==> config.mk <==
export PLATFORM = sky130hd
export DESIGN_NAME = icache_linefill_assembler
export DESIGN_NICKNAME = d
export VERILOG_FILES = /design/src/rtl/icache_linefill_assembler.sv
export SDC_FILE = /design/constraint.sdc
export NUM_CORES = 1
export LEC_CHECK = 0
export CORE_MARGIN = 2
export CORE_UTILIZATION = 25
export DETAILED_ROUTE_END_ITERATION = 8
export SKIP_LAST_GASP = 1
export SYNTH_ARGS = -nofsm -noshare
export SYNTH_HDL_FRONTEND = slang
export SYNTH_SLANG_ARGS = --single-unit
==> constraint.sdc <==
create_clock -name clk -period 16.1 [get_ports clk]
set_input_delay 3.22 -clock clk [delete_from_list [all_inputs] [get_ports clk]]
set_output_delay 3.22 -clock clk [all_outputs]
set_load 0.05 [all_outputs]
==> src/rtl/icache_linefill_assembler.sv <==
// Assembles downstream read-data beats into full icache lines for the data-array linefill port.
// Two line slots let the next line assemble while the previous one waits for the consumer.
module icache_linefill_assembler #(
  parameter int BEAT_WIDTH      = 128,
  parameter int LINE_WIDTH      = 512,
  parameter int BEATS           = LINE_WIDTH / BEAT_WIDTH,
  parameter int ENTRY_IDX_WIDTH = 4,
  parameter int TXNID_WIDTH     = 8,
  parameter int OPCODE_WIDTH    = 2
) (
  input  logic                       clk,
  input  logic                       rst_n,
  input  logic                       beat_vld,
  output logic                       beat_rdy,
  input  logic [BEAT_WIDTH-1:0]      beat_data,
  input  logic [ENTRY_IDX_WIDTH-1:0] beat_entry_idx,
  input  logic [TXNID_WIDTH-1:0]     beat_txnid,
  input  logic [OPCODE_WIDTH-1:0]    beat_opcode,
  input  logic                       beat_last,
  output logic                       line_vld,
  input  logic                       line_rdy,
  output logic [LINE_WIDTH-1:0]      line_data,
  output logic [ENTRY_IDX_WIDTH-1:0] line_entry_idx,
  output logic [TXNID_WIDTH-1:0]     line_txnid,
  output logic [OPCODE_WIDTH-1:0]    line_opcode,
  output logic                       err_pulse
);

  localparam int BCNT_WIDTH = $clog2(BEATS);
  localparam logic [BCNT_WIDTH-1:0] LAST_BCNT = BCNT_WIDTH'(BEATS - 1);

  logic [LINE_WIDTH-1:0]      slot_data  [2];
  logic [ENTRY_IDX_WIDTH-1:0] slot_entry [2];
  logic [TXNID_WIDTH-1:0]     slot_txnid [2];
  logic [OPCODE_WIDTH-1:0]    slot_opcode[2];

  logic                  wr_ptr;
  logic                  rd_ptr;
  logic [1:0]            cnt;
  logic [BCNT_WIDTH-1:0] bcnt;

  logic beat_acc;
  logic commit;
  logic pop;
  logic entry_err;
  logic last_err;

  assign beat_rdy  = (cnt != 2'd2);
  assign line_vld  = (cnt != 2'd0);
  assign beat_acc  = beat_vld && beat_rdy;
  assign commit    = beat_acc && (bcnt == LAST_BCNT);
  assign pop       = line_vld && line_rdy;
  assign entry_err = (bcnt != '0) && (beat_entry_idx != slot_entry[wr_ptr]);
  assign last_err  = beat_last != (bcnt == LAST_BCNT);

  // Slot storage carries no reset; anything stale is hidden by cnt gating on the outputs.
  always_ff @(posedge clk) begin
    if (beat_acc) begin
      for (int k = 0; k < BEATS; k++) begin
        if (bcnt == BCNT_WIDTH'(k)) begin
          slot_data[wr_ptr][k*BEAT_WIDTH +: BEAT_WIDTH] <= beat_data;
        end
      end
      if (bcnt == '0) begin
        slot_entry[wr_ptr]  <= beat_entry_idx;
        slot_txnid[wr_ptr]  <= beat_txnid;
        slot_opcode[wr_ptr] <= beat_opcode;
      end
    end
  end

  always_ff @(posedge clk or negedge rst_n) begin
    if (!rst_n) begin
      wr_ptr    <= 1'b0;
      rd_ptr    <= 1'b0;
      cnt       <= 2'd0;
      bcnt      <= '0;
      err_pulse <= 1'b0;
    end else begin
      err_pulse <= beat_acc && (entry_err || last_err);
      if (beat_acc) begin
        bcnt <= bcnt + 1'b1;
      end
      if (commit) begin
        wr_ptr <= ~wr_ptr;
      end
      if (pop) begin
        rd_ptr <= ~rd_ptr;
      end
      case ({commit, pop})
        2'b10:   cnt <= cnt + 2'd1;
        2'b01:   cnt <= cnt - 2'd1;
        default: cnt <= cnt;
      endcase
    end
  end

  always_comb begin
    line_data      = '0;
    line_entry_idx = '0;
    line_txnid     = '0;
    line_opcode    = '0;
    if (line_vld) begin
      line_data      = slot_data[rd_ptr];
      line_entry_idx = slot_entry[rd_ptr];
      line_txnid     = slot_txnid[rd_ptr];
      line_opcode    = slot_opcode[rd_ptr];
    end
  end

endmodule

==> impl_metrics.env <==
export IMPL_rows=146
export IMPL_cts_max_path_buffers=3
export IMPL_cts_setup_buffers=0
export IMPL_die_width_um=404
export IMPL_syn_inst=2273
export IMPL_finalHoldViolCount=0
export IMPL_ant_nets=0
export IMPL_h_tree_depth=3
export IMPL_finalWeightedCongestion=0.763
export IMPL_netlist_area_um2=40100
export IMPL_cts_tree="yes"
export IMPL_grt_pass1_wl_um=152000
export IMPL_num_vias=21700
export IMPL_period_needed_ps=8860
export IMPL_cts_sinks=1059
export IMPL_outcome="completed"
export IMPL_cts_buffers=112
export IMPL_drt_first_pass_iters=5
export IMPL_setup_viol=0
export IMPL_synth_seq_cells=1059
export IMPL_setup_tns_ps=0
export IMPL_hp_class="register to register"
export IMPL_relSlewSlack=0.269
export IMPL_layout_worst_path_cycle_share=0.550
export IMPL_drive_gt1_frac=0.0662
export IMPL_maxCapViolCount=0
export IMPL_clock_tree_root_cell="clkbuf_16"
export IMPL_drc=0
export IMPL_io_pins=676
export IMPL_maxSlewViolCount=0
export IMPL_critPathMaxFanout=124
export IMPL_max_freq_mhz=113
export IMPL_syn_avg_cell_area_um2=17.6
export IMPL_end_kind="primary output"
export IMPL_clk_latency_ps=710
export IMPL_syn_num_nets=2425
export IMPL_yosysWarningCount=0
export IMPL_synth_cell_types=19
export IMPL_clk_pin_slew_ps=60
export IMPL_finalNetCount=3128
export IMPL_synthToLayoutAreaGrowth_pct=31.1
export IMPL_drt_iter0_drc=1517
export IMPL_drt_total_wl_um=108000
export IMPL_ys_seq_area_frac=0.793
export IMPL_fin_skew_ps=17.0
export IMPL_start_util=0.252
export IMPL_die_h_um=404
export IMPL_crit_type="register to primary output"
export IMPL_track_usage=0.127
export IMPL_worst_pin_slew_ps=1100
export IMPL_antenna_found_initial=6
export IMPL_cp_required_ps=12880
export IMPL_routed_via_density=4.22
export IMPL_hpwlAfterDp_um=66700
export IMPL_post_cts_resized=0
export IMPL_die_area_um2=163000
export IMPL_worstPathArrival_ps=5640
export IMPL_rsz0062_at_grt="no"
export IMPL_grt_max_degree=175
export IMPL_wire_per_inst_um=21.0
export IMPL_grt_ovfl_total=0
export IMPL_cp_start_kind="register"
export IMPL_core_um2=159000
export IMPL_cts_hold_buffers=0
export IMPL_io_buffers=675
export IMPL_grt_pass1_vias=21900
## flip-flops by register name (all words and copies together), names as in the netlist
name         cells
slot_entry       8
cnt              2
slot_data     1024
wr_ptr           1
slot_opcode      4
slot_txnid      16
rd_ptr           1
bcnt             2
err_pulse        1
## per-stage QoR
step | setup slack, ps | instances | util | area (um2) | hold slack [ps]
2_1_floorplan | 6580 | 2273 | - | 40100 | 465
3_3_place_gp | 8050 | 4934 | 0.309 | 49000 | 539
3_5_place_dp | 8030 | 4934 | 0.309 | 49000 | 540
4_1_cts | 7210 | 5137 | 0.331 | 52500 | 552
5_1_grt | 7020 | 5138 | 0.331 | 52500 | 564
6_report | 7240 | 5140 | 0.331 | 52500 | 549
## metal layers
| metal | part of all wire | GRT usage |
|---|---|---|
| met1 | 0.44 | 0.168 |
| met5 | 0.00041 | 0 |
| met2 | 0.47 | 0.203 |
| met3 | 0.067 | 0.0326 |
| met4 | 0.022 | 0.0395 |
## cell usage in the layout (no fill, tap or decap), types with 4 or more instances in the layout
master and count:
edfxtp_1 1052, bufinv_16 7, dfrtp_1 6, xnor2_1 5, buf_12 4, clkdlybuf4s50_1 675, clkinv_1 23, clkbuf_16 113
buf_4 29, nor2_1 528, clkbuf_1 21, ha_1 5, inv_6 5, xor2_1 6, mux2i_1 530, and3_4 4
clkinv_2 25
## logic make-up after synthesis
kind of cell	synth area share
AO/OA/AOI/OAI	0.000499
XOR/XNOR	0.00240
adder cells (fa/ha/maj)	0.00156
buffers and inverters	0.0185
flip-flops	0.793
multiplexers	0.132
AND/OR/NAND/NOR	0.0518
## cell usage after synthesis
cell         n  share of area
xor2_1       6         0.0013
dfrtp_1      7         0.0044
buf_6        4         0.0011
and3_2       4        0.00075
o21ai_0      1        0.00012
nor2_1     530          0.050
clkbuf_1     4        0.00037
ha_1         5         0.0016
and4_1       1        0.00022
nand2_1      3        0.00028
edfxtp_1  1052           0.79
xnor2_1      5         0.0011
mux2i_1    530           0.13
nand2b_1     1        0.00016
buf_2       65         0.0081
buf_4       46         0.0086
a221oi_2     1        0.00037
inv_1        3        0.00028
and2_1       5        0.00078
## layout make-up
| class | instances | area, um2 |
|---|---|---|
| clock buffer | 134 | 2910 |
| multi-input combinational | 1092 | 7600 |
| sequential | 1059 | 31800 |
| antenna | 3 | 7.51 |
| tap | 2072 | 2590 |
| clock inverter | 69 | 576 |
| inverter | 3 | 11.3 |
| fill | 15300 | 106000 |
| timing repair buffer | 708 | 7050 |
## worst max-delay path, stage by stage, from the launching register on
cell	delay, ps
dfrtp_4	830
buf_4	910
buf_4	760
buf_12	630
mux2i_1	350
nor2_1	190
clkdlybuf4s50_1	820
## path summary, 6_finish.rpt
path                         from          endpoint  slack, ps  cells after the start
setup / recovery           rd_ptr    line_data[169]       7240                      6
hold / removal             cnt[1]            cnt[1]        550                      1
setup reg to reg           cnt[0]  slot_data[1][72]      12740                      5
hold reg to reg            cnt[1]            cnt[1]        550                      1
max in group asynchronous   rst_n            rd_ptr      12980                      1
min in group asynchronous   rst_n         err_pulse       2800                      1
Power is left out: the tool's default activity adds up to more than one toggle a clock period on the data nets, which glitch-free logic cannot reach.
